$ cat config.mk
export PLATFORM = sky130hd
export DESIGN_NAME = toggle_pattern_gen
export DESIGN_NICKNAME = d
export VERILOG_FILES = /design/src/rtl/toggle_pattern_pkg.sv /design/src/rtl/bit_period_timer.sv /design/src/rtl/toggle_pattern_gen.sv
export SDC_FILE = /design/constraint.sdc
export NUM_CORES = 1
export LEC_CHECK = 0
export CAP_MARGIN = 15
export CORE_ASPECT_RATIO = 2
export CORE_MARGIN = 10
export CORE_UTILIZATION = 57
export CTS_CLUSTER_SIZE = 12
export DETAILED_ROUTE_END_ITERATION = 12
export MAX_ROUTING_LAYER = met4
export PLACE_DENSITY = 0.82
export SYNTH_ARGS = -nofsm -noshare
export SYNTH_HDL_FRONTEND = slang
export SYNTH_SLANG_ARGS = --single-unit
$ cat constraint.sdc
create_clock -name clk -period 3.65 [get_ports clk]
set_input_delay 0.73 -clock clk [delete_from_list [all_inputs] [get_ports clk]]
set_output_delay 0.73 -clock clk [all_outputs]
set_load 0.02 [all_outputs]
$ cat src/rtl/toggle_pattern_pkg.sv
// Shared types and defaults for the toggle pattern generator.
package toggle_pattern_pkg;

  localparam int unsigned DefWidth = 8;
  localparam int unsigned DefDivW  = 8;
  localparam int unsigned DefRepW  = 4;

  typedef enum logic [0:0] {
    StIdle,
    StShift
  } state_e;

  // Cycles spent in SHIFT for one uninterrupted transmission.
  function automatic int unsigned tx_cycles(input int unsigned width, input int unsigned div,
                                            input int unsigned reps);
    return (reps + 1) * width * (div + 1);
  endfunction

endpackage

$ cat src/rtl/bit_period_timer.sv
// Loadable down-counter with zero flag; saturates at zero until reloaded.
module bit_period_timer #(
  parameter int unsigned DIV_W = 8
) (
  input  logic             clk,
  input  logic             rst_n,
  input  logic             load,
  input  logic [DIV_W-1:0] load_val,
  output logic             zero
);

  logic [DIV_W-1:0] count_q, count_d;

  always_comb begin
    count_d = count_q;
    if (load) begin
      count_d = load_val;
    end else if (count_q != '0) begin
      count_d = count_q - 1'b1;
    end
  end

  always_ff @(posedge clk or negedge rst_n) begin
    if (!rst_n) begin
      count_q <= '0;
    end else begin
      count_q <= count_d;
    end
  end

  assign zero = (count_q == '0);

endmodule

$ cat src/rtl/toggle_pattern_gen.sv
// Serialises a loaded pattern LSB first onto sout at a programmable bit period,
// with optional repeat passes and abort.
module toggle_pattern_gen
  import toggle_pattern_pkg::*;
#(
  parameter int unsigned WIDTH    = DefWidth,
  parameter int unsigned DIV_W    = DefDivW,
  parameter int unsigned REP_W    = DefRepW,
  parameter logic        IDLE_LVL = 1'b0
) (
  input  logic                     clk,
  input  logic                     rst_n,
  input  logic                     load_valid,
  output logic                     load_ready,
  input  logic [WIDTH-1:0]         load_pattern,
  input  logic [DIV_W-1:0]         load_div,
  input  logic [REP_W-1:0]         load_reps,
  input  logic                     abort,
  output logic                     sout,
  output logic                     sout_valid,
  output logic [$clog2(WIDTH)-1:0] bit_idx,
  output logic                     busy,
  output logic                     done,
  output logic                     aborted
);

  localparam int unsigned IdxW = $clog2(WIDTH);
  localparam logic [IdxW-1:0] LastIdx = IdxW'(WIDTH - 1);

  state_e           state_q, state_d;
  logic [WIDTH-1:0] shadow_q, shadow_d;
  // Holds the bits still to be sent in this pass; the current bit lives in sout_q.
  logic [WIDTH-2:0] shift_q, shift_d;
  logic [DIV_W-1:0] div_q, div_d;
  logic [REP_W-1:0] rep_cnt_q, rep_cnt_d;
  logic [IdxW-1:0]  idx_q, idx_d;
  logic             sout_q, sout_d;
  logic             valid_q, valid_d;
  logic             done_q, done_d;
  logic             aborted_q, aborted_d;

  logic             tmr_load;
  logic [DIV_W-1:0] tmr_val;
  logic             tmr_zero;

  bit_period_timer #(
    .DIV_W (DIV_W)
  ) u_timer (
    .clk      (clk),
    .rst_n    (rst_n),
    .load     (tmr_load),
    .load_val (tmr_val),
    .zero     (tmr_zero)
  );

  always_comb begin
    state_d   = state_q;
    shadow_d  = shadow_q;
    shift_d   = shift_q;
    div_d     = div_q;
    rep_cnt_d = rep_cnt_q;
    idx_d     = idx_q;
    sout_d    = sout_q;
    valid_d   = valid_q;
    done_d    = 1'b0;
    aborted_d = 1'b0;
    tmr_load  = 1'b0;
    tmr_val   = div_q;

    unique case (state_q)
      StIdle: begin
        if (load_valid) begin
          state_d   = StShift;
          shadow_d  = load_pattern;
          shift_d   = load_pattern[WIDTH-1:1];
          div_d     = load_div;
          rep_cnt_d = load_reps;
          idx_d     = '0;
          sout_d    = load_pattern[0];
          valid_d   = 1'b1;
          tmr_load  = 1'b1;
          tmr_val   = load_div;
        end
      end
      StShift: begin
        // Abort takes priority over a coincident final-bit expiry.
        if (abort) begin
          state_d   = StIdle;
          sout_d    = IDLE_LVL;
          valid_d   = 1'b0;
          idx_d     = '0;
          aborted_d = 1'b1;
        end else if (tmr_zero) begin
          if (idx_q != LastIdx) begin
            shift_d  = shift_q >> 1;
            sout_d   = shift_q[0];
            idx_d    = idx_q + 1'b1;
            tmr_load = 1'b1;
          end else if (rep_cnt_q != '0) begin
            rep_cnt_d = rep_cnt_q - 1'b1;
            shift_d   = shadow_q[WIDTH-1:1];
            sout_d    = shadow_q[0];
            idx_d     = '0;
            tmr_load  = 1'b1;
          end else begin
            state_d = StIdle;
            sout_d  = IDLE_LVL;
            valid_d = 1'b0;
            idx_d   = '0;
            done_d  = 1'b1;
          end
        end
      end
      default: state_d = StIdle;
    endcase
  end

  always_ff @(posedge clk or negedge rst_n) begin
    if (!rst_n) begin
      state_q   <= StIdle;
      shadow_q  <= '0;
      shift_q   <= '0;
      div_q     <= '0;
      rep_cnt_q <= '0;
      idx_q     <= '0;
      sout_q    <= IDLE_LVL;
      valid_q   <= 1'b0;
      done_q    <= 1'b0;
      aborted_q <= 1'b0;
    end else begin
      state_q   <= state_d;
      shadow_q  <= shadow_d;
      shift_q   <= shift_d;
      div_q     <= div_d;
      rep_cnt_q <= rep_cnt_d;
      idx_q     <= idx_d;
      sout_q    <= sout_d;
      valid_q   <= valid_d;
      done_q    <= done_d;
      aborted_q <= aborted_d;
    end
  end

  assign load_ready = (state_q == StIdle);
  assign busy       = (state_q == StShift);
  assign sout       = sout_q;
  assign sout_valid = valid_q;
  assign bit_idx    = idx_q;
  assign done       = done_q;
  assign aborted    = aborted_q;

endmodule

======== Word level (Yosys, flattened, before mapping) ========
Index checks and enable logic that the tools add are counted.
storage, ports and cells
  flip-flop bits (word level) ............. 43
  input port bits ......................... 24
  output and inout bits ................... 9
  logic and storage cells ................. 83
operators by class
  add/sub/neg operators ................... 3
  equality and inequality tests ........... 10
  multiplexer cells ....................... 49
  bitwise logic cells ..................... 1
  reduce and logical (&&, ||, !) cells .... 9
operator list
  cell                                                                 count
  7-bit 2-to-1 mux                                                     5
  8-bit 2-to-1 mux                                                     4
  1-bit 2-to-1 mux                                                     24
  4-bit 2-to-1 mux                                                     5
  7-bit one-hot mux with 2 select lines                                1
  3-bit 2-to-1 mux                                                     4
  3-bit != test (second input constant)                                3
  8-bit logical NOT                                                    1
  1-bit one-hot mux with 2 select lines                                4
  4-bit one-hot mux with 2 select lines                                1
  4-bit AND reduction                                                  2
  8-bit nonzero test                                                   1
  8-bit by 1-bit subtractor with 8-bit output (second input constant)  1
  2-bit != test (second input constant)                                3
  3-bit one-hot mux with 2 select lines                                1
  5-bit AND reduction                                                  1
  2-bit by 1-bit != test with 1-bit output (second input constant)     2
  2-bit AND reduction                                                  2
  4-bit nonzero test                                                   1
  4-bit by 1-bit subtractor with 4-bit output (second input constant)  1
  3-bit by 1-bit adder with 3-bit output (second input constant)       1
  3-bit by 1-bit != test with 1-bit output (second input constant)     1
  3-bit by 2-bit != test with 1-bit output (second input constant)     1
  2-bit nonzero test                                                   1
  1-bit inverter                                                       1

======== Longest topological paths before layout ========
  depth in word-level cells ............... 7
  mapped depth ............................ 7
  mapped depth without buffers ............ 6

======== By module ========
A second synthesis with hierarchy kept.
second synthesis, totals
  cell total of the unflattened synthesis .. 233
  area, all modules ....................... 2,207.1 µm²
by module, submodules not included
  module              instances  cells an instance  area an instance (µm²)  sequential area each (µm²)
  toggle_pattern_gen  1          179                1,730.4                 875.8
  bit_period_timer    1          54                 476.7                   200.2

======== Least setup slack after synthesis ========
OpenSTA, ideal clock, no wires.
  path type ............................... register to output
  from .................................... register state_q (netlist: busy)
  to ...................................... output port load_ready
  arrival time ............................ 1.321 ns
  required time ........................... 2.920 ns
  path slack .............................. 1.599 ns
  cell stages (with the launch flop) ...... 4
  cells stage by stage .................... dfrtp_1 inv_1 clkbuf_1 clkbuf_1
between the ends
  cells in the longest elaborated chain, start to end .. 1
RTL lines
  item                      line                       RTL
  start, declared           toggle_pattern_gen.sv:30   state_e state_q, state_d;
  start signal, assigned    toggle_pattern_gen.sv:120  state_q <= StIdle;
  start signal, assigned    toggle_pattern_gen.sv:131  state_q <= state_d;
  1-bit inverter (no line)  --
  end, declared             toggle_pattern_gen.sv:14   output logic load_ready,
No other way between the ends.

======== Final worst setup path ========
  from .................................... input port load_valid
  to ...................................... register u_timer.count_q[3]
between the ends
  cells in the longest elaborated chain, start to end .. 3
  elaborated cells on any way between the ends .. 6
  those cells by class .................... 5 x mux; 1 x reduce/logical
RTL lines
  item                                                                              line                      RTL
  start, declared                                                                   toggle_pattern_gen.sv:13  input logic load_valid,
  1-bit 2-to-1 mux / 8-bit 2-to-1 mux (equally long branches)                       toggle_pattern_gen.sv:72  if (load_valid) begin
  1-bit one-hot mux with 2 select lines / 8-bit 2-to-1 mux (equally long branches)  toggle_pattern_gen.sv:70  unique case (state_q)
  8-bit 2-to-1 mux / 2-bit nonzero test (equally long branches)                     --
  end signal, assigned                                                              bit_period_timer.sv:27    count_q <= count_d;
  end, declared                                                                     bit_period_timer.sv:12    logic [DIV_W-1:0] count_q, count_d;
Several ways; a longest one is shown, not always the timed one.
A chain may end at the register's enable or synchronous reset.

==> impl_summary.txt <==
----------------------------------------------------
[Run status]
  Run status ... finished, final reports clean

[Clock tree]
  Cell chosen for the clock root ... clkbuf_8
  TritonCTS Sinks ... 43
  Insertion delay of the later-clocked pin in the worst-skew pair ... 300 ps
  Number of gates given a new drive strength after cts ... 0
  Number of hold-repair buffers added at the cts stage ... 0
  Clock transition at the register clock pins on the worst setup and hold paths after CTS ... 70 ps
  Number of buffers between clock root and the deepest sink ... 2
  H-tree depth reported by CTS ... 2
  TritonCTS clock tree ... built
  Post-CTS Setup Bufs ... 0
  Number of buffers inserted during clock tree synthesis ... 5

[Synthesis]
  Synth Area per Inst ... ~10 µm²
  Largest cells by area after synthesis ... dfrtp_1 (50%), nand2_1 (6.6%), mux2_2 (4.7%)
  Area share of the largest cell type after synthesis ... 0.500
  Synth area leader ... dfrtp_1
  Top cells by count, synth ... dfrtp_1 (43), nand2_1 (38), a21oi_1 (15), nor2_1 (15), inv_1 (11)
  Unique masters post-synth ... 41
  Ys async rst share ... 1.00
  Number of warning messages in the yosys log ... 0
  Post-synth design cell area ... 2150 µm²
  Syn Inst Count ... 215
  Count of flip-flops with a built-in enable after synthesis ... 0
  Post-synthesis register bit count ... 43
  Most frequent cell after synthesis ... dfrtp_1
  Most used flip-flop cell after synthesis ... dfrtp_1
  Synthesized Nets ... 245
  Sequential cell area fraction in the yosys report ... 0.500

[Worst setup path]
  Most repeated library cell on the critical path ... mux2_2
  Top fanout value on the critical path ... 13
  Type of element launching the critical path ... input pin
  Critical path start-end classification ... in -> reg
  Required time reported for the critical path endpoint ... 3830 ps
  Peak per-stage delay on the critical path ... roughly 600 ps
  Slowest cell on crit path ... clkdlybuf4s50_1
  Type of element capturing the critical path ... flip-flop
  Combined buffer and inverter count along the critical path ... 2
  Cell-by-cell trace of the critical path ... clkdlybuf4s50_1 -> nor2b_1 -> buf_4 -> mux2_2 -> mux2_2
  Crit-path leading delay family ... buffers and inverters
  Data arrival time of the worst path ... between 2000 and 3000 ps

[Timing]
  Setup TNS after final layout ... 0 ps
  Final setup violation count ... 0
  Final hold viol count ... 0
  Timing-limited maximum frequency ... approximately 0.4 GHz
  Fin. max-slew vios ... 0
  Worst clock skew ... ~12 ps
  RSZ-0062 raised after global routing ... no
  Fin crit period ... 2480 ps
  Relative slew slack ... 0.369
  Worst hold margin ... between 400 and 500 ps
  Final clock period utilization by the worst path ... 0.680
  Least-Margin Pin Slew ... between 900 and 1000 ps

[Power]
  Power Total ... about 0.0015 W
  Power per cell area ... 558 nW/µm²
  Largest voltage drop on the vdd net ... approximately 0.00048 V
  Leakage power of the design ... around 1.1 nW

[Global routing]
  GRT overflow ... 0
  Total Routing Usage GR ... 0.159
  Largest net degree at the start of global routing ... 44
  Initial antenna violation count ... 0
  Via count of the first global-routing pass ... around 1800
  Wire length of the first global-routing pass ... about 8.4 mm

[Placed design]
  Last weighted congestion value of the routability-driven placer ... a little over 0.8
  Placed cells ... a little under 300
  Input/output buffers ... 32
  Hpwl dp ... 3.61 mm

[Floorplan]
  Starting density of the core ... 0.590
  Std cell rows ... 31
  Die outline height ... ~110 µm
  Core ar. ... approximately 3600 µm²
  Number of top-level pins ... 33
  Width of the chip ... about 63 µm
  Die Footprint ... slightly below 7000 µm²

[Detailed routing]
  Router iterations before antenna repair ... 4
  WL per Instance ... ~17 µm
  Post-DR vias/cell ... ~5.7
  Number of DRC markers after the initial detailed-route iteration ... 53
  DRT antenna net count ... 0
  Sum of routed wire length over all layers ... roughly 5 mm
  Total via count after detailed routing ... 1681
  Number of DRC violations after detailed routing ... 0

[Layout]
  Final Non-Filler Cells ... slightly below 300
  Share of cells above drive strength 1 ... 0.0968
  Net total in the final layout ... about 280
  Area added between synthesis and finish ... 21.7%
  Diodes inserted ... 0

[Job]
  Max-capacitance violation count ... 0

[Worst hold path]
  Hold Crit Class ... reg -> reg

----------------------------------------------------
[final timing paths]
kind                                         start                  to  slack [ps]  cells past startpoint
worst min register to register         shadow_q[7]         shadow_q[7]         480                      2
min in group asynchronous                    rst_n          bit_idx[0]         560                      1
worst max-delay path                    load_valid  u_timer.count_q[3]        1170                      5
worst min-delay path                   shadow_q[7]         shadow_q[7]         480                      2
worst max register to register  u_timer.count_q[1]          shift_q[2]        1420                      7
max in group asynchronous                    rst_n         shadow_q[0]        2490                      1
[registers in the layout (all words and copies together), names as in the netlist, 3 cells and up]
signal and cells:
bit_idx 3, div_q 8, rep_cnt_q 4, shadow_q 8, shift_q 7, u_timer.count_q 8
[power breakdown]
part	total, W	internal [W]	switching, W
clock network	0.000359	0.000201	0.000158
registers	0.000708	0.000595	0.000113
logic	0.000394	0.000195	0.000199
[layout by cell type, fill, tap and decap left out, drive strengths merged, types with 2 or more instances in the layout]
| cell | n |
|---|---|
| a311oi | 2 |
| o21a | 4 |
| clkbuf | 6 |
| nor2 | 15 |
| nand2 | 39 |
| or4 | 3 |
| o21ai | 10 |
| nor4 | 2 |
| inv | 11 |
| a211oi | 2 |
| nand3 | 2 |
| buf | 4 |
| mux2i | 9 |
| nand3b | 2 |
| nor3b | 3 |
| dfrtp | 43 |
| nor3 | 3 |
| o31ai | 2 |
| xnor2 | 5 |
| nor2b | 2 |
| clkdlybuf4s50 | 31 |
| o22ai | 3 |
| ha | 6 |
| a21oi | 15 |
| mux2 | 9 |
| o32ai | 2 |
[cells by family after synthesis]
kind of cell / count (synthesis) / share of synthesized area
and+or+nand+nor: 77 / 0.182
AOI/OAI and AO/OA: 45 / 0.134
DFF: 43 / 0.500
buffers and inverters: 20 / 0.0355
muxes: 18 / 0.0890
xor gates and xnor gates: 6 / 0.0244
adders and majority gates: 6 / 0.0349
[through the flow]
step	worst slack, ps	area [µm²]	utilization
finish	1170	2620	0.718
global route	1120	2620	0.718
CTS	1170	2620	0.718
detailed placement	893	2510	0.690
global placement	923	2510	0.690
floorplan	1600	2150	-
[worst reg2reg max path: cells and delay by family (launching register included)]
family | cells | cell delay (ps)
adder cells (fa/ha/maj) | 1 | 170
buffers and inverters | 2 | 420
flip-flops | 1 | 420
AND/OR/NAND/NOR | 2 | 590
AO/OA/AOI/OAI | 2 | 500
[cell type report]
class / count / area [µm²]
clock buffer: 6 / 72.6
clock inverter: 1 / 30.0
fill: 309 / 1030
inverter: 11 / 41.3
multi-input combinational: 152 / 998
sequential: 43 / 1080
tap: 49 / 61.3
timing repair buffer: 35 / 338
[layer usage]
metal / wire length (µm) / track usage / up-vias
li1: - / - / 810
met1: 1880 / 0.159 / 816
met2: 2740 / 0.276 / 45
met3: 170 / 0.0344 / 10
met4: 131 / 0.0881 / 0
met5: 0 / - / -
(Power assumes the default switching activity.)
==> variant 1, RTL diff (config.mk and constraints unchanged) <==
Set the package constant `DefDivW` to 4 (it was 8).
--- a/src/rtl/toggle_pattern_pkg.sv
+++ b/src/rtl/toggle_pattern_pkg.sv
@@ -4,3 +4,3 @@
   localparam int unsigned DefWidth = 8;
-  localparam int unsigned DefDivW  = 8;
+  localparam int unsigned DefDivW  = 4;
   localparam int unsigned DefRepW  = 4;
Ports: changed (resized load_div); port bits go from 33 to 29. No check against the original RTL was run, so the function may have changed too.
==> variant 1 against the unedited design <==
Power is 11% lower; worst hold slack got worse by 5.6 ps; synthesized cell count fell by 6.0%; worst setup slack gained 14 ps; cell count is 11% lower; register-to-register slack worse by 40 ps; sequential cell count fell by 8; critical path type is now reg -> out; highest routed layer unchanged; via count decreased by 6.5%; synthesized area shrank 14%; final area decreased by 13%; routed wire length fell by 9.7%.
==> variant 1: results (changes against the unedited design) <==
Synth
  • Yosys cell types: 43 (was 41)
  • Sequential fraction of the synthesis area: 0.472 (was 0.500)
  • Net Count, Synth: 227 (was 245)
  • Synth cell count leaders: 47 x sky130_fd_sc_hd__nand2_1, 35 x sky130_fd_sc_hd__dfrtp_1, 16 x sky130_fd_sc_hd__o21ai_0 (was 43 x sky130_fd_sc_hd__dfrtp_1, 38 x sky130_fd_sc_hd__nand2_1, 15 x sky130_fd_sc_hd__a21oi_1, 15 x sky130_fd_sc_hd__nor2_1, 11 x sky130_fd_sc_hd__inv_1)
  • Compound-gate portion of the synthesized area: 0.144 (was 0.134)
  • Multiplexer area fraction after synthesis: 0.0614 (was 0.0890)
  • XOR/XNOR Fraction of Synth Area: 0.00472 (was 0.0244)
  • Mean cell area of the mapped netlist: 9.19 µm² (was 10.0 µm²)

Global route
  • Met1 demand-to-capacity share in global routing: 0.149 (was 0.159)
  • All-Layer GR Usage: 0.157 (was 0.159)
  • Largest net degree at the start of global routing: 36 (was 44)
  • Met2 Use GR: 0.272 (was 0.276)
  • First-pass GRT wire length: 7.18 mm (was 8.42 mm)
  • Met3 global-route usage: 0.0455 (was 0.0344)
  • Via count of the first global-routing pass: 1629 (was 1787)

Power and ir drop
  • Maximum VDD drop: 0.483 mV (was 0.477 mV)
  • Leak: 1.01 nW (was 1.14 nW)

Run status
  • Status: finished, final reports clean (unchanged)

Critical path
  • Max stage delay cell, worst path: sky130_fd_sc_hd__dfrtp_1 (was sky130_fd_sc_hd__clkdlybuf4s50_1)
  • Delay of the slowest cell on the worst path: 680 ps (was 600 ps)
  • Highest fanout seen on the critical path: 18 (was 13)
  • Worst-case reg-to-reg path depth: 6 (was 7)
  • Crit path arrival time: 1740 ps (was 2660 ps)

Routing
  • Total detailed-routing wirelength: 4.45 mm (was 4.93 mm)
  • Drt first-iter violations: 34 (was 53)
  • Routed length on met2: 2.51 mm (was 2.74 mm)
  • Drt wl/cell: 16.9 µm (was 16.6 µm)
  • Highest routing layer actually used: met4 (unchanged)
  • Amount of wire on met3 after detailed routing: 199 µm (was 170 µm)
  • Met1 layer wirelength in the final routing: 1.66 mm (was 1.88 mm)
  • Number of vias per cell after detailed routing: 5.97 (was 5.66)

Clock network
  • Clock latency on the worst-skew pair: 280 ps (was 300 ps)
  • Number of post-CTS setup repair buffers: 0 (unchanged)

Finish
  • Ratio of cells with drive above 1 in the final layout: 0.108 (was 0.0968)

Placement
  • Worst-case setup slack after placement: 950 ps (was 893 ps)
  • HPWL after detailed placement: 3.27 mm (was 3.61 mm)
  • Total instance count after detailed placement: 255 (was 290)
  • Placer's final routability congestion estimate: 0.890 (was 0.832)
  • PortBufs: 28 (was 32)

STA
  • Slew at the pin closest to its max-slew limit: 677 ps (was 947 ps)
  • Worst clock skew: 4.87 ps (was 11.9 ps)
## variant 1: cell count changes in the layout (fill, tap and decap cells not counted), moves of 4 or more
cell | unedited run | this run
sky130_fd_sc_hd__xnor2_1 | 5 | 1
sky130_fd_sc_hd__mux2_2 | 9 | 3
sky130_fd_sc_hd__dfrtp_1 | 43 | 35
sky130_fd_sc_hd__o21a_1 | 4 | 0
sky130_fd_sc_hd__o21ai_0 | 10 | 16
sky130_fd_sc_hd__nand2_1 | 38 | 47
## variant 1: final timing paths
path                              from           end  slack [ps]
max                               busy    load_ready        1180
min                        shadow_q[7]   shadow_q[7]         470
max reg2reg                 bit_idx[0]  rep_cnt_q[3]        1380
min reg2reg                shadow_q[7]   shadow_q[7]         470
max in group asynchronous        rst_n    shift_q[5]        2480
min in group asynchronous        rst_n          done         850
## variant 1: stage by stage
| step | hold slack, ps | total power [mW] | cell area [µm²] |
|---|---|---|---|
| 4_1_cts | 473 | 1.32 | 2280 |
| 6_report | 471 | 1.31 | 2280 |
| 2_1_floorplan | 434 | 0.820 | 1860 |
| 3_3_place_gp | 452 | 0.919 | 2160 |
| 5_1_grt | 518 | 1.38 | 2280 |
| 3_5_place_dp | 455 | 0.951 | 2160 |
## variant 1: power by group
group | switching, mW | internal, mW | total [mW]
clock network | 0.136 | 0.221 | 0.357
logic | 0.202 | 0.178 | 0.380
registers | 0.0833 | 0.486 | 0.569
## variant 1: area by class of cell
type | instances | area, µm²
clock inverter | 2 | 35.0
multi-input combinational | 146 | 888
fill | 240 | 881
tap | 31 | 38.8
inverter | 10 | 37.5
sequential | 35 | 876
timing repair buffer | 33 | 318
clock buffer | 6 | 82.6
==> variant 2, RTL diff (config.mk and constraints unchanged) <==
Made on the original files. Take the reset off `shift_q` and load it in a clocked block of its own.
--- a/src/rtl/toggle_pattern_gen.sv
+++ b/src/rtl/toggle_pattern_gen.sv
@@ -121,3 +121,2 @@
       shadow_q  <= '0;
-      shift_q   <= '0;
       div_q     <= '0;
@@ -132,3 +131,2 @@
       shadow_q  <= shadow_d;
-      shift_q   <= shift_d;
       div_q     <= div_d;
@@ -141,2 +139,6 @@
     end
+  end
+
+  always_ff @(posedge clk) begin
+    shift_q <= shift_d;
   end
Formal check against the unedited RTL: no difference found for any inputs over 10 cycles, from zero or initial values and one cycle with rst_n low; that may be too few to reach the edited logic, so the function may still have changed.
==> variant 2 against the unedited design <==
Synthesized area is 1.6% lower; worst setup slack got worse by 410 ps; power down 5.1%; sequential share of layout area grew 2.5 points; utilization shrank 1.2 points; cell count fell by 2.4%; final area down 2.7%; sequential cell count is the same; routed wire length is 10% lower; via count fell by 6.2%; non-clock buffer count decreased by 1.
==> variant 2: results (changes against the unedited design) <==
Run status
  • Status: finished, final reports clean (unchanged)

Global route
  • First-pass GRT wire length: 7.80 mm (was 8.42 mm)
  • Largest net degree at the start of global routing: 37 (was 44)
  • All-Layer GR Usage: 0.146 (was 0.159)
  • Via count of the first global-routing pass: 1726 (was 1787)

Critical path
  • Highest fanout seen on the critical path: 26 (was 13)
  • Delay of the slowest cell on the worst path: 810 ps (was 600 ps)
  • Crit path arrival time: 2160 ps (was 2660 ps)
  • Max stage delay cell, worst path: sky130_fd_sc_hd__dfrtp_1 (was sky130_fd_sc_hd__clkdlybuf4s50_1)

Placement
  • HPWL after detailed placement: 3.32 mm (was 3.61 mm)
  • Placer's final routability congestion estimate: 0.962 (was 0.832)
  • Placed Area: 0.00246 mm² (was 0.00251 mm²)
  • PortBufs: 32 (unchanged)

STA
  • Final setup viols: 0 (unchanged)
  • Worst clock skew: 5.21 ps (was 11.9 ps)
  • Slew at the pin closest to its max-slew limit: 715 ps (was 947 ps)

Finish
  • Final-stage net count: 270 (was 278)
  • Ratio of cells with drive above 1 in the final layout: 0.0747 (was 0.0968)
  • Diode count: 0 (unchanged)
  • Filler cell count: 285 (was 309)

Synth
  • Compound-gate portion of the synthesized area: 0.103 (was 0.134)
  • Multiplexer area fraction after synthesis: 0.0715 (was 0.0890)
  • Area contributors post-synth: sky130_fd_sc_hd__dfrtp_1 43%, sky130_fd_sc_hd__edfxtp_1 9.9%, sky130_fd_sc_hd__nand2_1 7.1% (was sky130_fd_sc_hd__dfrtp_1 50%, sky130_fd_sc_hd__nand2_1 6.6%, sky130_fd_sc_hd__mux2_2 4.7%)
  • Synth cell count leaders: 40 x sky130_fd_sc_hd__nand2_1, 36 x sky130_fd_sc_hd__dfrtp_1, 16 x sky130_fd_sc_hd__nor2_1 (was 43 x sky130_fd_sc_hd__dfrtp_1, 38 x sky130_fd_sc_hd__nand2_1, 15 x sky130_fd_sc_hd__a21oi_1, 15 x sky130_fd_sc_hd__nor2_1, 11 x sky130_fd_sc_hd__inv_1)
  • Yosys cell types: 44 (was 41)
  • Sequential fraction of the synthesis area: 0.525 (was 0.500)
  • Async set-reset flop share out of synthesis: 0.837 (was 1.00)
  • Net Count, Synth: 238 (was 245)
  • Number of flops mapped to enable cells by yosys: 7 (was 0)

Routing
  • Drt wl/cell: 15.3 µm (was 16.6 µm)
  • Via count: 1576 (was 1681)
  • Drt first-iter violations: 26 (was 53)
  • Antenna-violating nets left: 0 (unchanged)

Power and ir drop
  • Maximum VDD drop: 0.486 mV (was 0.477 mV)
  • Leak: 1.12 nW (was 1.14 nW)

Clock network
  • Num CTS Buffers: 5 (unchanged)
[variant 2: power by group]
group          switching, mW  total, mW  internal (mW)  leakage (nW)
clock                  0.164      0.297          0.134        0.0412
sequential            0.0994      0.699          0.600         0.505
combinational          0.195      0.390          0.195         0.579
[variant 2: kinds of logic after synthesis]
family | Yosys count
buffers and inverters | 22
AO/OA/AOI/OAI | 34
XOR/XNOR | 7
flip-flops | 43
adder cells (fa/ha/maj) | 6
AND/OR/NAND/NOR | 82
multiplexers | 14
[variant 2: final timing paths]
path	to	depth (start not counted)	slack, ps	startpoint
worst max-delay path	load_ready	2	760	busy
max in group asynchronous	bit_idx[1]	2	2490	rst_n
worst min-delay path	shadow_q[6]	2	480	shadow_q[6]
worst min register to register	shadow_q[6]	2	480	shadow_q[6]
min in group asynchronous	rep_cnt_q[1]	2	840	rst_n
worst max register to register	u_timer.count_q[3]	4	1220	busy
[variant 2: per-layer routing]
metal	global-route usage	vias up	part of all wire	wire [µm]
li1	-	772	-	-
met2	0.263	36	0.55	2440
met5	-	-	0	0
met3	0.0326	10	0.031	137
met4	0.0707	0	0.030	131
met1	0.143	758	0.39	1730
[variant 2: stage by stage]
step / util / setup WS [ps] / instances / hold WS (ps)
floorplan: - / 1450 / 208 / 434
global placement: 0.683 / 1120 / 282 / 454
detailed placement: 0.683 / 1090 / 282 / 461
CTS: 0.706 / 773 / 290 / 479
global route: 0.706 / 637 / 290 / 521
finish: 0.706 / 756 / 290 / 479
[variant 2: critical path, delay by kind of cell, from the launching register on]
| family | cells | cell delay (ps) |
|---|---|---|
| buf+inv | 2 | 1050 |
| flops | 1 | 810 |
[variant 2: cell type report]
cell class	count	area [µm²]	share of cell area
clock inverters	2	12.5	0.00491
repair buffers	34	335	0.132
clock buffers	6	72.6	0.0285
inverters	13	48.8	0.0192
well taps	49	61.3	0.0241
multi-input cells	143	906	0.356
flip-flops and latches	43	1110	0.436
